[src/rtl/audio_pkg.sv]
// Shared definitions for the audio tone path: state encoding, defaults, level helper.
package audio_pkg;

  localparam int unsigned SAMPLE_W = 32;
  localparam int unsigned CNT_W    = 32;

  typedef enum logic [1:0] {
    IDLE = 2'd0,
    RUN  = 2'd1,
    STOP = 2'd2
  } state_t;

  localparam logic signed [SAMPLE_W-1:0] AMPLITUDE_DEF = 32'sd10000000;
  localparam logic [CNT_W-1:0]           MIN_HALF_DEF  = 32'd2;

  // Square-wave level: silent when not sounding, otherwise +/- amplitude by phase.
  function automatic logic signed [SAMPLE_W-1:0] tone_level(
    input logic                       sounding,
    input logic                       phase,
    input logic signed [SAMPLE_W-1:0] amp
  );
    if (!sounding) begin
      return '0;
    end
    return phase ? amp : -amp;
  endfunction

endpackage

[src/rtl/half_period_counter.sv]
// 32-bit down-counter timing one half-period; reload on load, auto-repeat on terminal count.
module half_period_counter
  import audio_pkg::*;
(
  input  logic             clk,
  input  logic             reset,
  input  logic             load,
  input  logic [CNT_W-1:0] load_val,
  input  logic             en,
  output logic             tc
);

  logic [CNT_W-1:0] cnt;
  logic [CNT_W-1:0] half_len;

  // Count down; a load starts a fresh half-period, reaching zero repeats the last length.
  always_ff @(posedge clk) begin
    if (!reset) begin
      cnt      <= '0;
      half_len <= '0;
    end else if (load) begin
      half_len <= load_val;
      cnt      <= load_val - CNT_W'(1);
    end else if (en) begin
      if (cnt == '0) begin
        cnt <= half_len - CNT_W'(1);
      end else begin
        cnt <= cnt - CNT_W'(1);
      end
    end
  end

  assign tc = (cnt == '0);

endmodule

[src/rtl/tone_generator.sv]
// Click-free square-wave tone generator feeding the stereo codec FIFO.
module tone_generator
  import audio_pkg::*;
#(
  parameter logic signed [SAMPLE_W-1:0] AMPLITUDE = AMPLITUDE_DEF,
  parameter logic [CNT_W-1:0]           MIN_HALF  = MIN_HALF_DEF
) (
  input  logic                       clk,
  input  logic                       reset,
  input  logic [CNT_W-1:0]           freq_in,
  input  logic                       play_en,
  input  logic                       audio_out_allowed,
  output logic                       write_audio_out,
  output logic signed [SAMPLE_W-1:0] left_sample,
  output logic signed [SAMPLE_W-1:0] right_sample,
  output logic                       busy
);

  state_t                     state;
  state_t                     state_next;
  logic                       phase;
  logic                       phase_next;
  logic                       load;
  logic                       cnt_en;
  logic                       tc;
  logic                       freq_ok;
  logic                       strobe_next;
  logic signed [SAMPLE_W-1:0] level_c;

  assign freq_ok     = (freq_in >= MIN_HALF);
  assign strobe_next = audio_out_allowed && !write_audio_out;

  half_period_counter u_half_period_counter (
    .clk      (clk),
    .reset    (reset),
    .load     (load),
    .load_val (freq_in),
    .en       (cnt_en),
    .tc       (tc)
  );

  // State and phase registers.
  always_ff @(posedge clk) begin
    if (!reset) begin
      state <= IDLE;
      phase <= 1'b0;
    end else begin
      state <= state_next;
      phase <= phase_next;
    end
  end

  // Next state: boundaries are handled before play_en, so a tone only starts/stops on a boundary.
  always_comb begin
    state_next = state;
    phase_next = phase;
    load       = 1'b0;
    case (state)
      IDLE: begin
        if (play_en && freq_ok) begin
          state_next = RUN;
          phase_next = 1'b1;
          load       = 1'b1;
        end
      end
      RUN: begin
        if (tc) begin
          if (freq_ok) begin
            load       = 1'b1;
            phase_next = !phase;
            state_next = play_en ? RUN : STOP;
          end else begin
            state_next = IDLE;
            phase_next = 1'b0;
          end
        end else if (!play_en) begin
          state_next = STOP;
        end
      end
      STOP: begin
        if (tc) begin
          if (play_en && freq_ok) begin
            load       = 1'b1;
            phase_next = !phase;
            state_next = RUN;
          end else begin
            state_next = IDLE;
            phase_next = 1'b0;
          end
        end else if (play_en) begin
          state_next = RUN;
        end
      end
      default: begin
        state_next = IDLE;
        phase_next = 1'b0;
      end
    endcase
  end

  // Counter enable and current output level derived from the registered state.
  always_comb begin
    cnt_en  = (state != IDLE);
    level_c = tone_level(state != IDLE, phase, AMPLITUDE);
  end

  // Codec handshake: strobe at most every other cycle, capturing the level with the strobe.
  always_ff @(posedge clk) begin
    if (!reset) begin
      write_audio_out <= 1'b0;
      left_sample     <= '0;
      right_sample    <= '0;
      busy            <= 1'b0;
    end else begin
      write_audio_out <= strobe_next;
      if (strobe_next) begin
        left_sample  <= level_c;
        right_sample <= level_c;
      end
      busy <= (state_next != IDLE);
    end
  end

endmodule
[config.mk]
export PLATFORM = sky130hd
export DESIGN_NAME = tone_generator
export DESIGN_NICKNAME = d
export VERILOG_FILES = /design/src/rtl/audio_pkg.sv /design/src/rtl/half_period_counter.sv /design/src/rtl/tone_generator.sv
export SDC_FILE = /design/constraint.sdc
export NUM_CORES = 1
export LEC_CHECK = 0
export CORE_ASPECT_RATIO = 0.9
export CORE_MARGIN = 1
export CORE_UTILIZATION = 37
export DETAILED_ROUTE_END_ITERATION = 16
export PLACE_DENSITY = 0.64
export SLEW_MARGIN = 10
export SYNTH_ARGS = -nofsm -noshare
export SYNTH_HDL_FRONTEND = slang
export SYNTH_SLANG_ARGS = --single-unit
export TNS_END_PERCENT = 1
[constraint.sdc]
create_clock -name clk -period 4.9 [get_ports clk]
set_input_delay 1.47 -clock clk [delete_from_list [all_inputs] [get_ports clk]]
set_output_delay 1.47 -clock clk [all_outputs]
set_load 0.005 [all_outputs]
[Word level (Yosys, flattened, before mapping)]
Index checks and enable logic that the tools add are counted.
Word-level totals
  logic and storage cells: 51
  input bits: 36
  output and inout port bits: 66
  register bits after elaboration: 101
Operators by class
  multiplexer cells: 25
  reduce and logical (&&, ||, !) cells: 10
  $lt $le $gt $ge: 1
  add/sub/neg operators: 3
  equal/unequal tests: 5
Operators with widths (count)
  $mux W32: 5
  $sub A32 B1 Y32 const B: 3
  $ge A32 B2 Y1 const B: 1
  $logic_not A32 Y1: 1
  $mux W2: 7
  $mux W1: 10
  $ne A2 B2 Y1 const B: 3
  $pmux W1 S3: 2
  $pmux W2 S3: 1
  $reduce_bool A2 Y1: 3
  $reduce_and A3 Y1: 1
  $eq A2 B1 Y1 const B: 1
  $eq A2 B2 Y1 const B: 1
  $logic_and A1 B1 Y1: 2
  $logic_not A1 Y1: 2
  $logic_not A2 Y1: 1

[Depth between registers and ports, before layout]
Gate-level depths: netlist of run 1.
  depth after elaboration: 6
  depth in mapped cells: 18
  gate-level depth less buffers: 15

[Modules after synthesis]
Synthesis of run 1 repeated with hierarchy kept, for this count alone.
Second synthesis, totals
  cell total of the unflattened synthesis: 603
  area, all modules: 4869.7 sq um
By module, submodules not included
  half_period_counter: area each 3842.4 sq um, instances 1, cells an instance 470, sequential area each 1281.2 sq um
  tone_generator: area each 1027.2 sq um, instances 1, cells an instance 133, sequential area each 160.2 sq um

[Worst setup path after synthesis of run 1]
No wires, ideal clock.
  path type: input -> register
  from: in freq_in[1]
  to: reg u_half_period_counter.cnt[28]
  setup slack: -163 ps
  library setup time: 133 ps
  data arrival time: 4931 ps
  cell stages on the path: 16
  buffers on the path: 3
  cell sequence: or4_1 > nor4_2 > and4_1 > a211oi_2 > buf_6 > buf_6 > buf_2 > a211o_1 > o21ai_0 > ha_1 > nand2_1 > or3_1 > mux2_2 > a2111oi_4 > a22o_1 > a21oi_1
Between the ends
  cells in the longest elaborated chain, start to end: 6
RTL lines
  start: declaration: RTL line tone_generator.sv:10  | input logic [CNT_W-1:0] freq_in,
  $ge A32 B2 Y1: RTL line tone_generator.sv:30  | assign freq_ok = (freq_in >= MIN_HALF);
  $logic_and A1 B1 Y1: RTL line tone_generator.sv:60, tone_generator.sv:82
  $mux W1: RTL line tone_generator.sv:60, tone_generator.sv:82
  $mux W1: RTL line tone_generator.sv:81  | if (tc) begin
  $pmux W1 S3: RTL line tone_generator.sv:58  | case (state)
  $mux W32 or $reduce_bool A2 Y1 (tied branches)
  end signal: assignment: RTL line half_period_counter.sv:23  | cnt <= load_val - CNT_W'(1);
  end signal: assignment: RTL line half_period_counter.sv:26  | cnt <= half_len - CNT_W'(1);
  end signal: assignment: RTL line half_period_counter.sv:28  | cnt <= cnt - CNT_W'(1);
  end: declaration: RTL line half_period_counter.sv:13  | logic [CNT_W-1:0] cnt;
Parallel ways exist; a longest one is shown, timed or not.
A chain may end at the register's enable or synchronous reset.

[Worst setup path in the final report of run 1]
  from: in freq_in[29]
  to: reg u_half_period_counter.cnt[28]
Between the ends
  cells in the longest elaborated chain, start to end: 6
RTL lines (RTL line)
  $ge A32 B2 Y1 (*): tone_generator.sv:30
  $logic_and A1 B1 Y1: tone_generator.sv:60, tone_generator.sv:82
  $mux W1: tone_generator.sv:60, tone_generator.sv:82
  $mux W1: tone_generator.sv:81
  $pmux W1 S3 (*): tone_generator.sv:58
  $mux W32 or $reduce_bool A2 Y1 (tied branches)
Mark *: on every way between the ends. The rest lies on a longest branch, timed or not.

==> results of run 1 <==
[layout make-up]
| class | count | share of cell area |
|---|---|---|
| multi-input cells | 543 | 0.493 |
| repair buffers | 150 | 0.205 |
| well taps | 193 | 0.0364 |
| clock buffers | 13 | 0.0393 |
| flip-flops and latches | 72 | 0.217 |
| clock inverters | 3 | 0.00604 |
| inverters | 5 | 0.00283 |
[power breakdown]
part           total, mW  internal, mW  switching (mW)
combinational      0.940         0.426           0.514
clock              0.674         0.420           0.254
sequential         0.795         0.676           0.118
[kinds of logic (layout without fill, tap and decap cells)]
family | after synthesis | in the layout | share of synthesized area
xor gates and xnor gates | 22 | 22 | 0.0365
adders and majority gates | 5 | 5 | 0.0118
muxes | 21 | 21 | 0.0412
buffers and inverters | 104 | 171 | 0.129
AOI/OAI and AO/OA | 187 | 187 | 0.243
other | 1 | 14 | 0.000710
DFF | 72 | 72 | 0.273
and+or+nand+nor | 294 | 294 | 0.265
[timing repair]
action,in CTS,in global routing
pin swaps,3,5
gates resized for setup,2,9
endpoints found under the hold margin,0,0
setup buffers,4,0
setup endpoints to repair,2,11
[critical path, stage by stage]
cell                              delay [ns]
sky130_fd_sc_hd__clkdlybuf4s50_1        0.46
sky130_fd_sc_hd__or4_4                  0.51
sky130_fd_sc_hd__nor4_4                 0.28
sky130_fd_sc_hd__and4_4                 0.28
sky130_fd_sc_hd__a211oi_4               0.05
sky130_fd_sc_hd__a211o_1                0.29
sky130_fd_sc_hd__o21ai_1                0.13
sky130_fd_sc_hd__ha_2                   0.23
sky130_fd_sc_hd__nand2_1                0.06
sky130_fd_sc_hd__or3_1                  0.31
sky130_fd_sc_hd__mux2_4                 0.34
sky130_fd_sc_hd__a2111oi_4              0.29
sky130_fd_sc_hd__a22o_1                 0.21
sky130_fd_sc_hd__a21oi_1                0.06
[sequential cells by signal, indices dropped and copies added, names as in the netlist]
register / cells
state: 2
phase: 1
u_half_period_counter.cnt: 32
u_half_period_counter.half_len: 32
busy: 1
right_sample: 3
write_audio_out: 1
[metrics by stage]
step | power (mW) | TNS [ns] | hold slack (ns)
after floorplan | 1.44 | -0.0521 | 0.437
after global placement | 1.70 | -2.19 | 0.457
after detailed placement | 1.72 | -3.78 | 0.469
after CTS | 2.40 | 0 | 0.477
after global routing | 2.55 | 0 | 0.494
final | 2.41 | 0 | 0.476
[routing by layer]
layer | GRT usage | up-vias | wire, um
met5 | 0 | - | 0
met4 | 0.0769 | 0 | 252
met3 | 0.0586 | 20 | 1320
met2 | 0.336 | 277 | 7240
met1 | 0.299 | 2559 | 7300
li1 | - | 2633 | -
[synth_stat cells, types with 5 or more instances]
master / number
sky130_fd_sc_hd__nor2_1: 84
sky130_fd_sc_hd__o21ai_0: 21
sky130_fd_sc_hd__a211o_1: 17
sky130_fd_sc_hd__buf_4: 63
sky130_fd_sc_hd__xnor2_1: 15
sky130_fd_sc_hd__clkbuf_1: 15
sky130_fd_sc_hd__or3_1: 14
sky130_fd_sc_hd__nand2b_1: 9
sky130_fd_sc_hd__inv_1: 5
sky130_fd_sc_hd__nand3_1: 7
sky130_fd_sc_hd__o21ai_1: 12
sky130_fd_sc_hd__nand4_1: 6
sky130_fd_sc_hd__mux2i_1: 15
sky130_fd_sc_hd__a211oi_1: 30
sky130_fd_sc_hd__nor3_1: 39
sky130_fd_sc_hd__mux2_2: 6
sky130_fd_sc_hd__buf_2: 14
sky130_fd_sc_hd__nand2_1: 92
sky130_fd_sc_hd__o211ai_1: 6
sky130_fd_sc_hd__buf_6: 5
sky130_fd_sc_hd__dfxtp_1: 72
sky130_fd_sc_hd__nor4_1: 12
sky130_fd_sc_hd__a21oi_1: 56
sky130_fd_sc_hd__a21o_1: 6
sky130_fd_sc_hd__a2111oi_0: 5
sky130_fd_sc_hd__ha_1: 5
sky130_fd_sc_hd__xor2_1: 7
[worst max-delay path by stage]
stage | startpoint | to | slack, ns | cells past startpoint
floorplan | freq_in[1] | u_half_period_counter.cnt[30] | -0.05 | 16
global placement | freq_in[1] | u_half_period_counter.cnt[30] | -0.27 | 14
detailed placement | freq_in[1] | u_half_period_counter.cnt[30] | -0.40 | 15
CTS | freq_in[31] | u_half_period_counter.cnt[30] | 0.04 | 14
global route | freq_in[29] | u_half_period_counter.cnt[28] | 0.03 | 15
finish | freq_in[29] | u_half_period_counter.cnt[28] | 0.12 | 14
==> report_table.html, run 1 <==
<table>
<tr><th>Metric</th><th>Value</th></tr>
<tr><th colspan="2">Run status</th></tr>
<tr><td>Status</td><td>finished, final reports clean</td></tr>
<tr><th colspan="2">Power</th></tr>
<tr><td>Total leakage power</td><td>2.56 nW</td></tr>
<tr><td>Peak supply drop</td><td>178 uV</td></tr>
<tr><td>PD cells</td><td>364 nW/um^2</td></tr>
<tr><th colspan="2">Synthesis</th></tr>
<tr><td>Synthesized instance count</td><td>706</td></tr>
<tr><td>Proportion of synthesized flip-flops having asynchronous set or reset</td><td>0</td></tr>
<tr><td>Number of enable flip-flop cells after synthesis</td><td>0</td></tr>
<tr><td>Count of different cell masters after synthesis</td><td>66</td></tr>
<tr><td>Cell types occupying the most area after synthesis</td><td>sky130_fd_sc_hd__dfxtp_1 27%, sky130_fd_sc_hd__buf_4 9.0%, sky130_fd_sc_hd__nand2_1 6.5%</td></tr>
<tr><td>Cell area after synthesis</td><td>5280 sq um</td></tr>
<tr><td>Sequential cell area fraction in the yosys report</td><td>0.273</td></tr>
<tr><td>Leading register cell type out of synthesis</td><td>sky130_fd_sc_hd__dfxtp_1</td></tr>
<tr><td>Number of warnings reported in the yosys synthesis log</td><td>0</td></tr>
<tr><td>Synthesized area per cell</td><td>7.48 sq um</td></tr>
<tr><td>Fraction of post-synthesis cell area in the top cell type by area</td><td>0.273</td></tr>
<tr><td>Area leader, netlist</td><td>sky130_fd_sc_hd__dfxtp_1</td></tr>
<tr><td>Synth Register Bits</td><td>72</td></tr>
<tr><th colspan="2">Timing</th></tr>
<tr><td>Slew at the pin with the worst max-slew slack</td><td>0.899 ns</td></tr>
<tr><td>Setup-failing EPs final</td><td>0</td></tr>
<tr><td>Unrepaired setup endpoints after global routing</td><td>no</td></tr>
<tr><td>Final critical delay including setup and external delays</td><td>4.78 ns</td></tr>
<tr><td>Number of hold violations in the final report</td><td>0</td></tr>
<tr><td>Headroom to the max-slew limit</td><td>0.400</td></tr>
<tr><td>Final setup slack of the worst path</td><td>0.118 ns</td></tr>
<tr><td>Post-route fraction of the period consumed by the critical path</td><td>0.976</td></tr>
<tr><td>Maximum frequency from static timing analysis</td><td>0.209 GHz</td></tr>
<tr><td>Worst-case clock skew</td><td>0.0116 ns</td></tr>
<tr><td>Number of pins with negative max-slew slack in the final report</td><td>0</td></tr>
<tr><th colspan="2">Clock network</th></tr>
<tr><td>CTS tree</td><td>done</td></tr>
<tr><td>Depth of the CTS H-tree</td><td>3</td></tr>
<tr><td>Insertion delay to the later sink of the worst-skew pair</td><td>0.35 ns</td></tr>
<tr><td>Clock root buffer master</td><td>sky130_fd_sc_hd__clkbuf_16</td></tr>
<tr><td>Clock transition at the registers of the reported paths</td><td>0.06 ns</td></tr>
<tr><td># hold bufs at CTS</td><td>0</td></tr>
<tr><td>Number of sinks on the clock net</td><td>72</td></tr>
<tr><td>Worst-case clock buffer depth</td><td>2</td></tr>
<tr><td>Number of buffers created by CTS</td><td>9</td></tr>
<tr><th colspan="2">Worst hold path</th></tr>
<tr><td>Startpoint of the worst hold path</td><td>u_half_period_counter.half_len[19]</td></tr>
<tr><td>Type of the most critical hold path</td><td>register to register</td></tr>
<tr><td>WHS Endpoint</td><td>u_half_period_counter.half_len[19]</td></tr>
<tr><td>Hold-critical path depth</td><td>2</td></tr>
<tr><th colspan="2">Routing</th></tr>
<tr><td>Via density per instance</td><td>5.61</td></tr>
<tr><td>Total number of vias</td><td>5489</td></tr>
<tr><td>Routed wire per std cell</td><td>16.4 um</td></tr>
<tr><td>First DRT Iteration DRCs</td><td>555</td></tr>
<tr><td>DRC viols</td><td>0</td></tr>
<tr><td>Number of detailed-route iterations in the first pass</td><td>5</td></tr>
<tr><td>ANT nets after route</td><td>0</td></tr>
<tr><td>WL final</td><td>16100 um</td></tr>
<tr><th colspan="2">Floorplan</th></tr>
<tr><td>Area of the core region</td><td>14000 sq um</td></tr>
<tr><td>Chip width</td><td>128 um</td></tr>
<tr><td>Initial core utilization</td><td>0.377</td></tr>
<tr><td>FP Rows</td><td>41</td></tr>
<tr><td>Number of ports placed on the die boundary</td><td>102</td></tr>
<tr><td>Die extent in y</td><td>115 um</td></tr>
<tr><td>Die Area</td><td>14800 sq um</td></tr>
<tr><th colspan="2">Final layout</th></tr>
<tr><td>Most common cell after layout, fill and taps aside</td><td>sky130_fd_sc_hd__nand2_1</td></tr>
<tr><td>Final cell count without fillers</td><td>979</td></tr>
<tr><td>Area used by sequential logic in the layout</td><td>1440 sq um</td></tr>
<tr><td>Area overhead of the layout relative to synthesis</td><td>25.4%</td></tr>
<tr><td>Final Cell Area</td><td>6630 sq um</td></tr>
<tr><td>Area of the multi-input gates</td><td>3260 sq um</td></tr>
<tr><td>Count of antenna diodes in the layout</td><td>0</td></tr>
<tr><td>Final Core Density</td><td>0.473</td></tr>
<tr><td>Fin nets</td><td>822</td></tr>
<tr><td>Filler instances</td><td>1360</td></tr>
<tr><td>Highest-count cells in the layout ignoring fill and taps</td><td>92 x sky130_fd_sc_hd__nand2_1, 85 x sky130_fd_sc_hd__clkdlybuf4s50_1, 83 x sky130_fd_sc_hd__nor2_1</td></tr>
<tr><td>Fraction of final layout cells with drive strength greater than 1</td><td>0.136</td></tr>
<tr><th colspan="2">GRT</th></tr>
<tr><td>Global-route wire length before repair</td><td>25300 um</td></tr>
<tr><td>Number of global-route vias before repair</td><td>4850</td></tr>
<tr><td>Remaining global-route overflow</td><td>0</td></tr>
<tr><td>Maximum number of pins on one net before global-route repair</td><td>74</td></tr>
<tr><td>Number of antenna violations at the first check in global routing</td><td>0</td></tr>
<tr><td>Global-route usage over all layers</td><td>0.220</td></tr>
<tr><th colspan="2">Critical path</th></tr>
<tr><td>Reg2Reg Setup Slack</td><td>1.15 ns</td></tr>
<tr><td>Data arrival time at the worst-slack endpoint</td><td>4.98 ns</td></tr>
<tr><td>Startpoint of the most critical register-to-register path</td><td>u_half_period_counter.cnt[5]</td></tr>
<tr><td>Path type of the worst setup path</td><td>input port to register</td></tr>
<tr><td>Sort of element at the start of the critical path</td><td>input port</td></tr>
<tr><td>Data required time of the worst path</td><td>5.09 ns</td></tr>
<tr><td>Crit end category</td><td>register</td></tr>
<tr><td>Cells on worst reg2reg path</td><td>9</td></tr>
<tr><td>CP max FO</td><td>7</td></tr>
<tr><td>Endpoint of the worst-slack reg-to-reg timing path</td><td>u_half_period_counter.cnt[5]</td></tr>
<tr><th colspan="2">Place</th></tr>
<tr><td>Number of placed instances, taps included</td><td>959</td></tr>
<tr><td>Cell area after placement</td><td>6260 sq um</td></tr>
<tr><td>Final Wtd Congestion</td><td>0.907</td></tr>
<tr><td>Number of port buffers</td><td>87</td></tr>
<tr><td>Pre-CTS setup slack</td><td>-0.400 ns</td></tr>
<tr><td>Detailed Place HPWL</td><td>11400 um</td></tr>
<tr><th colspan="2">Run</th></tr>
<tr><td>Count of max-cap constraint violations</td><td>0</td></tr>
</table>
(Power assumes the default switching activity.)
==> inputs of run 2 (changes only) <==
--- a/config.mk
+++ b/config.mk
@@ -5,10 +5,12 @@
 export SDC_FILE = /design/constraint.sdc
 export NUM_CORES = 1
 export LEC_CHECK = 0
+export CAP_MARGIN = 30
 export CORE_ASPECT_RATIO = 0.9
 export CORE_MARGIN = 1
 export CORE_UTILIZATION = 37
 export DETAILED_ROUTE_END_ITERATION = 16
+export HOLD_SLACK_MARGIN = 0.1
 export PLACE_DENSITY = 0.64
 export SLEW_MARGIN = 10
 export SYNTH_ARGS = -nofsm -noshare
==> run 2 against run 1 <==
Register-to-register slack is essentially flat; highest routed layer unchanged; die area is the same; combinational power grew 0.9%; critical path type unchanged.
==> report_table.html, run 2 (synthesis gave the netlist of run 1 again) <==
<table>
<tr><th>Metric</th><th>Value</th></tr>
<tr><th colspan="2">Timing</th></tr>
<tr><td>Worst-case clock skew</td><td>0.0119 ns (+0.000349 ns)</td></tr>
<tr><td>Number of pins with negative max-slew slack in the final report</td><td>0 (unchanged)</td></tr>
<tr><td>Slew at the pin with the worst max-slew slack</td><td>0.857 ns (-0.0430 ns)</td></tr>
<tr><td>Number of hold violations in the final report</td><td>0 (unchanged)</td></tr>
<tr><td>Maximum frequency from static timing analysis</td><td>0.210 GHz (+0.35%)</td></tr>
<tr><td>Setup-failing EPs final</td><td>0 (unchanged)</td></tr>
<tr><td>Post-route fraction of the period consumed by the critical path</td><td>0.973 (-0.00336)</td></tr>
<tr><td>Headroom to the max-slew limit</td><td>0.428 (+0.0286)</td></tr>
<tr><td>Unrepaired setup endpoints after global routing</td><td>no</td></tr>
<tr><td>Final critical delay including setup and external delays</td><td>4.77 ns (-0.0165 ns)</td></tr>
<tr><th colspan="2">Clock network</th></tr>
<tr><td>Number of sinks on the clock net</td><td>72 (unchanged)</td></tr>
<tr><td>CTS tree</td><td>done</td></tr>
<tr><td># hold bufs at CTS</td><td>0 (unchanged)</td></tr>
<tr><td>Clock root buffer master</td><td>sky130_fd_sc_hd__clkbuf_16</td></tr>
<tr><td>Insertion delay to the later sink of the worst-skew pair</td><td>0.35 ns (about the same)</td></tr>
<tr><td>Depth of the CTS H-tree</td><td>3 (unchanged)</td></tr>
<tr><td>Clock transition at the registers of the reported paths</td><td>0.05 ns (about the same)</td></tr>
<tr><td>Number of buffers created by CTS</td><td>9 (unchanged)</td></tr>
<tr><td>Worst-case clock buffer depth</td><td>2 (unchanged)</td></tr>
<tr><th colspan="2">Critical path</th></tr>
<tr><td>Data arrival time at the worst-slack endpoint</td><td>5.02 ns (+0.04 ns)</td></tr>
<tr><td>Worst path cell trace</td><td>clkdlybuf4s50_1 &gt; or4_4 &gt; nor4_4 &gt; and4_4 &gt; a211oi_4 &gt; a211o_1 &gt; o21ai_1 &gt; ha_2 &gt; nand2_1 &gt; or3_1 &gt; mux2_4 &gt; nor3_1 &gt; xor2_1 &gt; a211oi_1</td></tr>
<tr><td>Path type of the worst setup path</td><td>input port to register</td></tr>
<tr><td>Critical path's slowest cell</td><td>sky130_fd_sc_hd__or4_4</td></tr>
<tr><td>Data required time of the worst path</td><td>5.16 ns (+0.07 ns)</td></tr>
<tr><td>Crit end category</td><td>register</td></tr>
<tr><td>Delay of the slowest cell on the worst path</td><td>0.51 ns (about the same)</td></tr>
<tr><td>Sort of element at the start of the critical path</td><td>input port</td></tr>
<tr><td>CP max FO</td><td>7 (unchanged)</td></tr>
<tr><th colspan="2">Power</th></tr>
<tr><td>Int Pwr</td><td>1.52 mW (+0.13%)</td></tr>
<tr><td>Power share of the sequential group</td><td>0.327 (-0.003)</td></tr>
<tr><td>Sw Pwr</td><td>886 uW (about the same)</td></tr>
<tr><td>Clock group share of total power</td><td>0.279 (about the same)</td></tr>
<tr><td>PD cells</td><td>363 nW/um^2 (-0.17%)</td></tr>
<tr><td>Total leakage power</td><td>2.57 nW (+0.28%)</td></tr>
<tr><td>Switching power share of the total</td><td>0.368 (-0.000436)</td></tr>
<tr><td>Peak supply drop</td><td>179 uV (+0.38%)</td></tr>
<tr><td>Combinational group share of total power</td><td>0.393 (+0.003)</td></tr>
<tr><th colspan="2">Final layout</th></tr>
<tr><td>Fraction of final layout cells with drive strength greater than 1</td><td>0.137 (+0.00110)</td></tr>
<tr><td>Area used by sequential logic in the layout</td><td>1440 sq um (unchanged)</td></tr>
<tr><td>Area overhead of the layout relative to synthesis</td><td>25.7%</td></tr>
<tr><td>Fin nets</td><td>823 (+0.12%)</td></tr>
<tr><td>Count of antenna diodes in the layout</td><td>0 (unchanged)</td></tr>
<tr><td>Filler instances</td><td>1360 (unchanged)</td></tr>
<tr><td>Area of the multi-input gates</td><td>3260 sq um (unchanged)</td></tr>
<tr><td>Final Core Density</td><td>0.474 (+0.00107)</td></tr>
<tr><td>Highest-count cells in the layout ignoring fill and taps</td><td>92 x sky130_fd_sc_hd__nand2_1, 85 x sky130_fd_sc_hd__clkdlybuf4s50_1, 83 x sky130_fd_sc_hd__nor2_1</td></tr>
<tr><td>Largest registers</td><td>u_half_period_counter.cnt (32), u_half_period_counter.half_len (32), right_sample (3)</td></tr>
<tr><td>Most common cell after layout, fill and taps aside</td><td>sky130_fd_sc_hd__nand2_1</td></tr>
<tr><td>Final cell count without fillers</td><td>980 (+0.10%)</td></tr>
<tr><th colspan="2">Place</th></tr>
<tr><td>Final Wtd Congestion</td><td>0.907 (unchanged)</td></tr>
<tr><td>Detailed Place HPWL</td><td>11400 um (unchanged)</td></tr>
<tr><td>Number of port buffers</td><td>87 (unchanged)</td></tr>
<tr><td>Number of placed instances, taps included</td><td>959 (unchanged)</td></tr>
<tr><th colspan="2">Floorplan</th></tr>
<tr><td>Chip width</td><td>128 um (unchanged)</td></tr>
<tr><td>Area of the core region</td><td>14000 sq um (unchanged)</td></tr>
<tr><td>FP Rows</td><td>41 (unchanged)</td></tr>
<tr><td>Die extent in y</td><td>115 um (unchanged)</td></tr>
<tr><td>Number of ports placed on the die boundary</td><td>102 (unchanged)</td></tr>
<tr><td>Initial core utilization</td><td>0.377 (unchanged)</td></tr>
<tr><td>Die Area</td><td>14800 sq um (unchanged)</td></tr>
<tr><th colspan="2">Worst hold path</th></tr>
<tr><td>Type of the most critical hold path</td><td>register to register</td></tr>
<tr><th colspan="2">Routing</th></tr>
<tr><td>Via density per instance</td><td>5.61 (about the same)</td></tr>
<tr><td>First DRT Iteration DRCs</td><td>492 (-11%)</td></tr>
<tr><td>Number of detailed-route iterations in the first pass</td><td>5 (unchanged)</td></tr>
<tr><td>ANT nets after route</td><td>0 (unchanged)</td></tr>
<tr><td>DRC viols</td><td>0 (unchanged)</td></tr>
<tr><td>Total number of vias</td><td>5500 (+0.20%)</td></tr>
<tr><td>Routed wire per std cell</td><td>16.4 um (about the same)</td></tr>
<tr><td>WL final</td><td>16100 um (about the same)</td></tr>
<tr><th colspan="2">GRT</th></tr>
<tr><td>Number of antenna violations at the first check in global routing</td><td>0 (unchanged)</td></tr>
<tr><td>Maximum number of pins on one net before global-route repair</td><td>74 (unchanged)</td></tr>
<tr><td>Number of global-route vias before repair</td><td>4850 (unchanged)</td></tr>
<tr><td>Remaining global-route overflow</td><td>0 (unchanged)</td></tr>
<tr><td>Global-route wire length before repair</td><td>25300 um (unchanged)</td></tr>
<tr><td>Global-route usage over all layers</td><td>0.220 (unchanged)</td></tr>
<tr><th colspan="2">Run</th></tr>
<tr><td>Count of max-cap constraint violations</td><td>0 (unchanged)</td></tr>
<tr><th colspan="2">Run status</th></tr>
<tr><td>Status</td><td>finished, final reports clean</td></tr>
</table>
## run 2: critical path, delay by kind of cell
| family | cells | cell delay (ns) |
|---|---|---|
| muxes | 1 | 0.34 |
| AOI/OAI and AO/OA | 4 | 0.70 |
| xor gates and xnor gates | 1 | 0.11 |
| adders and majority gates | 1 | 0.23 |
| buffers and inverters | 1 | 0.46 |
| and+or+nand+nor | 6 | 1.71 |
## run 2: routing by layer
layer  wire length [um]  track usage
met5                  0            0
met4                282       0.0769
met2               7220        0.336
met3               1510       0.0586
met1               7100        0.299
## run 2: final cells by class
type / count / area share
Clock buffer: 13 / 0.0392
Tap cell: 193 / 0.0364
Timing Repair Buffer: 151 / 0.207
Clock inverter: 3 / 0.00603
Sequential cell: 72 / 0.217
Multi-Input combinational cell: 543 / 0.491
Inverter: 5 / 0.00283
## run 2: worst paths after layout
| path | slack (ns) | from | depth (start not counted) | endpoint |
|---|---|---|---|---|
| min | 0.47 | u_half_period_counter.half_len[19] | 2 | u_half_period_counter.half_len[19] |
| max reg2reg | 1.16 | u_half_period_counter.cnt[5] | 9 | u_half_period_counter.cnt[5] |
| max | 0.13 | freq_in[29] | 14 | u_half_period_counter.cnt[24] |
| min reg2reg | 0.47 | u_half_period_counter.half_len[19] | 2 | u_half_period_counter.half_len[19] |
## run 2: timing repair
item,4_1_cts,5_1_grt
buffers inserted,4,0
resized for setup,2,9
hold endpoints to repair,0,0
endpoints found under the setup margin,2,11
pin swaps,3,5
## run 2: power by group through the flow
stage	Clock, mW	Sequential (mW)	Combinational, mW
2_1_floorplan	0	0.765	0.674
3_3_place_gp	0	0.796	0.902
3_5_place_dp	0	0.801	0.920
4_1_cts	0.688	0.789	0.924
5_1_grt	0.713	0.803	1.04
6_report	0.674	0.789	0.948
## run 2: stage by stage
| stage | TNS [ns] | total power, mW | setup slack, ns | hold slack (ns) | cell area, sq um |
|---|---|---|---|---|---|
| after global placement | -2.19 | 1.70 | -0.274 | 0.457 | 6260 |
| final | 0 | 2.41 | 0.134 | 0.475 | 6640 |
| after global routing | 0 | 2.55 | 0.0287 | 0.494 | 6640 |
| after detailed placement | -3.78 | 1.72 | -0.400 | 0.469 | 6260 |
| after floorplan | -0.0521 | 1.44 | -0.0521 | 0.437 | 5340 |
| after CTS | 0 | 2.40 | 0.0417 | 0.477 | 6590 |
